$ cat src/rtl/xadc_sample_ctrl.sv
// Periodic XADC temperature sampler: issues convst, reads the result over DRP once
// eoc arrives, and publishes the truncated average of every 2^AVG_LOG2 samples.
module xadc_sample_ctrl #(
   parameter logic [6:0] CHAN_ADDR = 7'h03,
   parameter int         AVG_LOG2  = 2,
   parameter int         PERIOD    = 1000,
   parameter int         TIMEOUT   = 255
) (
   input  logic        CLK,
   input  logic        reset,
   input  logic        enable,
   input  logic        eoc,
   input  logic        drdy,
   input  logic [15:0] do_in,
   output logic        convst,
   output logic        den,
   output logic [6:0]  daddr,
   output logic [11:0] digitalTemp,
   output logic        ready,
   output logic        timeout_err
);

   localparam int ACC_W  = 12 + AVG_LOG2;
   localparam int CNT_W  = AVG_LOG2 + 1;
   localparam int WAIT_W = $clog2(TIMEOUT + 2);
   localparam int PER_W  = $clog2(PERIOD + 2);

   localparam logic [CNT_W-1:0]  CNT_FULL = CNT_W'(1 << AVG_LOG2);
   localparam logic [WAIT_W-1:0] WAIT_MAX = WAIT_W'(TIMEOUT);
   localparam logic [PER_W-1:0]  PER_LAST = PER_W'(PERIOD - 1);

   typedef enum logic [2:0] {
      IDLE,
      START,
      WAIT_EOC,
      READ,
      WAIT_DRDY,
      ACCUM,
      WAIT_PERIOD
   } state_t;

   state_t             state;
   state_t             state_nxt;
   logic [WAIT_W-1:0]  wait_cnt;
   logic [PER_W-1:0]   per_cnt;
   logic [ACC_W-1:0]   acc;
   logic [CNT_W-1:0]   cnt;
   logic               wait_expired;
   logic               per_done;
   logic               unused_low_bits;

   assign daddr           = CHAN_ADDR;
   assign wait_expired    = (wait_cnt == WAIT_MAX);
   assign per_done        = (per_cnt >= PER_LAST);
   assign unused_low_bits = ^do_in[3:0];

   // NOTE: every output of this block gets a default before the case, so no
   // path leaves a value unassigned and no latch is inferred.
   always_comb begin
      state_nxt   = state;
      convst      = 1'b0;
      den         = 1'b0;
      timeout_err = 1'b0;
      case (state)
         IDLE:        if (enable) state_nxt = START;
         START: begin
            convst    = 1'b1;
            state_nxt = WAIT_EOC;
         end
         WAIT_EOC: begin
            if (eoc) begin
               state_nxt = READ;
            end else if (wait_expired) begin
               timeout_err = 1'b1;
               state_nxt   = WAIT_PERIOD;
            end
         end
         READ: begin
            den       = 1'b1;
            state_nxt = WAIT_DRDY;
         end
         WAIT_DRDY: begin
            if (drdy) begin
               state_nxt = ACCUM;
            end else if (wait_expired) begin
               timeout_err = 1'b1;
               state_nxt   = WAIT_PERIOD;
            end
         end
         ACCUM:       state_nxt = WAIT_PERIOD;
         WAIT_PERIOD: if (per_done) state_nxt = enable ? START : IDLE;
         default:     state_nxt = IDLE;
      endcase
   end

   // NOTE: state is updated with non-blocking assignments so every register
   // samples the pre-edge values, independent of statement order.
   always_ff @(posedge CLK) begin
      if (reset) begin
         state       <= IDLE;
         wait_cnt    <= '0;
         per_cnt     <= '0;
         acc         <= '0;
         cnt         <= '0;
         digitalTemp <= '0;
         ready       <= 1'b0;
      end else begin
         state <= state_nxt;

         if (state == START || state == READ)
            wait_cnt <= '0;
         else if ((state == WAIT_EOC || state == WAIT_DRDY) && !wait_expired)
            wait_cnt <= wait_cnt + WAIT_W'(1);

         // START counts as period cycle 0, so the register holds 1 on the next cycle.
         if (state == START)
            per_cnt <= PER_W'(1);
         else if (!per_done)
            per_cnt <= per_cnt + PER_W'(1);

         if (state == IDLE) begin
            acc <= '0;
            cnt <= '0;
         end else if (state == WAIT_DRDY && drdy) begin
            acc <= acc + ACC_W'(do_in[15:4]);
            cnt <= cnt + CNT_W'(1);
         end else if (state == ACCUM && cnt == CNT_FULL) begin
            digitalTemp <= acc[ACC_W-1 -: 12];
            ready       <= 1'b1;
            acc         <= '0;
            cnt         <= '0;
         end
      end
   end

endmodule
$ cat config.mk
export PLATFORM = sky130hd
export DESIGN_NAME = xadc_sample_ctrl
export DESIGN_NICKNAME = d
export VERILOG_FILES = /design/src/rtl/xadc_sample_ctrl.sv
export SDC_FILE = /design/constraint.sdc
export NUM_CORES = 1
export LEC_CHECK = 0
export ABC_AREA = 1
export CAP_MARGIN = 0
export CORE_MARGIN = 2
export CORE_UTILIZATION = 51
export DETAILED_ROUTE_END_ITERATION = 12
export GPL_TIMING_DRIVEN = 1
export PLACE_DENSITY = 0.76
export SLEW_MARGIN = 40
export SYNTH_ARGS = -nofsm -noshare
export SYNTH_HDL_FRONTEND = slang
export SYNTH_SLANG_ARGS = --single-unit
export TNS_END_PERCENT = 30
$ cat constraint.sdc
create_clock -name CLK -period 2.85 [get_ports CLK]
set_input_delay 0.855 -clock CLK [delete_from_list [all_inputs] [get_ports CLK]]
set_output_delay 0.855 -clock CLK [all_outputs]
set_load 0.02 [all_outputs]
==> metrics <==
reg-to-reg setup timing slack 0.98 ns; root buffer cell clkbuf_8; ys async rst share 0%; Reg clk slew, reported paths 0.10 ns; largest net degree at the start of global routing 19; first-pass GRT wire length 10800 µm; GR Overflow Total 0; syn_area_per_cell 6.85 µm²; Top delay family on crit path simple AND/OR/NAND/NOR gates; Mapped Area 2970 µm²; switching pwr 477 µW; Clock Skew roughly 0.0097 ns; Port Buffers 32; Pint 1050 µW; post-synthesis mux area share 0%; data required time at the worst endpoint 2.00 ns; Layout Nets 520; DR vias/cell 4.94; Hold Vio Cnt, Final 0; Compound-Gate Fraction of Synth Area 12.6%; part of the power in the clock network 29.6%; final max-slew violation count 0; First DRT Iteration DRCs between 150 and 200; CP Class flop to output pin; First-pass DRT Iterations 5; Flop pwr share between 50% and 60%; list of most frequent post-synthesis cells nand2_1, inv_1, dfxtp_1; Post-Synth Simple-Gate Area 30.5%; total number of vias 2739; FF+latch count, synth 52; filler cell count roughly 530; WL/cell 11.3 µm; Die Area 6450 µm²; CTS Buffer Depth 2; Worst Setup SP wait_cnt[1]$_SDFFE_PP0P_; XOR/XNOR Fraction of Synth Area 2.36%; post-route setup slack between 0.01 and 0.015 ns; Num CTS Buffers 5; Crit path largest cell delay 0.36 ns; detailed placement HPWL 4810 µm; Die Y-Extent 80.3 µm; die boundary width ~80 µm; CTS H-tree depth 2; GPL Wtd Cong between 0.9 and 1; post-synth cell types 39; crit start category flop; Max-Cap Viols 0; Sw Ratio a little under a third; top cell type's share of synthesized area about a third; FMAX 0.352 GHz; Initial Util 53.3%; most numerous cell in the Yosys netlist nand2_1; Clock Sink Count 52; Critical R2R Capture wait_cnt[7]$_SDFFE_PP0P_; power per cell area 427 nW/µm²; Most used DFF post-synth dfxtp_1; total wire length a little over 6000 µm; site row count 27; # setup viols final 0; most area-consuming cells after synthesis dfxtp_1, nand2_1, inv_1; synthesis-to-finish area growth 20.1%; leading area contributor after synthesis dfxtp_1; layout cells sized above 1 11.2%; Hold/Removal Path Class flop to flop; Max FO, Critical Path 3; CORE AREA 5570 µm²; initial antenna violation count 0; Tcrit/Tclk final 99.6%; CTS tree yes; total power 1520 µW; io pins 44; Critical Path Stages 10; # diodes 0; vias in the first global route 2520; crit path to timeout_err; GRT Resource Usage Total 21.1%; Ys Warns 0; Setup WS pre-CTS -0.251 ns; CP cell instances ha_4 > inv_4 > nor4_4 > and3_1 > ha_2 > inv_2 > nor3_2 > inv_1 > nand2_1 > buf_6; largest family of logic cells by synthesized area simple AND/OR/NAND/NOR gates; CP arrival just under 2 ns; R2R depth 12; Post-Syn Instances 434; Post-synth EDFFs 0; crit path capture type output pin; worst path bufs/invs 4; RSZ-0062 raised after global routing true; Gate power share a little under a fifth; leakage roughly 0.0016 µW; crit path time final around 2.8 ns; origin of the critical flop-to-flop path wait_cnt[1]$_SDFFE_PP0P_; maximum vdd drop roughly 220 µV; hold_buf cts 0; Routed Antenna Nets 0; Slowest-stage cell, CP dfxtp_2; Clock Latency Late Sink 0.31 ns; adder-cell share of the synthesized area under 10%; post-synthesis sequential area ratio roughly a third; DRC violations left 0; run status completed
==> kinds of logic after synthesis <==
family	count (synthesis)
and+or+nand+nor	203
xor gates and xnor gates	8
buffers and inverters	79
adders and majority gates	18
other	2
DFF	52
AOI/OAI and AO/OA	72
==> repair_timing <==
action	in CTS	in global routing
setup buffers	0	1
resized for setup	6	11
pin swaps	2	5
gates cloned	0	0
endpoints found under the setup margin	1	1
hold endpoints to repair	0	0
==> flip-flops by register name, summed over array words and instances, names as in the netlist <==
| signal | count |
|---|---|
| wait_cnt | 9 |
| state | 3 |
| acc | 14 |
| digitalTemp | 12 |
| ready | 1 |
| cnt | 3 |
| per_cnt | 10 |
==> per-stage QoR <==
| stage | util, % | hold WS (ns) | TNS, ns | instances | area, µm² |
|---|---|---|---|---|---|
| after floorplan | - | 0.421 | 0 | 439 | 2990 |
| after detailed placement | 61.4 | 0.449 | -0.251 | 545 | 3420 |
| final | 64.0 | 0.461 | 0 | 554 | 3570 |
| after global routing | 64.0 | 0.473 | -0.135 | 554 | 3570 |
| after CTS | 63.3 | 0.464 | 0 | 553 | 3530 |
| after global placement | 61.4 | 0.429 | -0.220 | 545 | 3420 |
==> worst min-delay path, delay by kind of cell (launching register included) <==
family                 cells  cell delay, ns
buffers and inverters      1            0.05
DFF                        1            0.33
AOI/OAI and AO/OA          1            0.05
==> cell type report <==
class | count | area, µm² | area share [%]
Timing Repair Buffer | 49 | 449 | 12.6
Clock buffer | 5 | 68.8 | 1.93
Sequential cell | 52 | 1040 | 29.2
Multi-Input combinational cell | 308 | 1640 | 46.1
Clock inverter | 3 | 27.5 | 0.771
Tap cell | 72 | 90.1 | 2.52
Inverter | 65 | 246 | 6.91
==> placed cells by master, fill, tap and decap left out, types with 4 or more instances in the layout <==
master	count
a21oi_1	37
buf_4	17
clkbuf_8	5
clkdlybuf4s50_1	31
conb_1	7
dfxtp_1	50
ha_1	15
inv_1	57
inv_2	7
nand2_1	91
nand2_2	4
nand3_1	28
nand4_1	5
nor2_1	48
nor3_1	9
o21ai_0	25
xnor2_1	5
==> layer usage <==
layer	wire, µm	GRT usage [%]	vias to the layer above
li1	-	-	1481
met1	3020	26.7	1205
met2	2950	36.6	48
met3	204	3.71	5
met4	63	5.76	0
met5	0	0	-
==> worst min-delay path by stage <==
stage | startpoint | endpoint | slack, ns | cells after the start
4_1_cts | wait_cnt[4]$_SDFFE_PP0P_ | wait_cnt[4]$_SDFFE_PP0P_ | 0.46 | 2
2_1_floorplan | wait_cnt[4]$_SDFFE_PP0P_ | wait_cnt[4]$_SDFFE_PP0P_ | 0.42 | 2
6_report | wait_cnt[4]$_SDFFE_PP0P_ | wait_cnt[4]$_SDFFE_PP0P_ | 0.46 | 2
3_5_place_dp | wait_cnt[4]$_SDFFE_PP0P_ | wait_cnt[4]$_SDFFE_PP0P_ | 0.45 | 2
3_3_place_gp | wait_cnt[4]$_SDFFE_PP0P_ | wait_cnt[4]$_SDFFE_PP0P_ | 0.43 | 2
5_1_grt | wait_cnt[4]$_SDFFE_PP0P_ | wait_cnt[4]$_SDFFE_PP0P_ | 0.47 | 2
==> power by group through the flow <==
stage	sequential [µW]	combinational [µW]	clock (µW)
4_1_cts	779	286	464
5_1_grt	789	329	490
3_3_place_gp	795	278	0
2_1_floorplan	786	212	0
6_report	783	289	451
3_5_place_dp	796	285	0
Power figures use the tool's default switching activity.
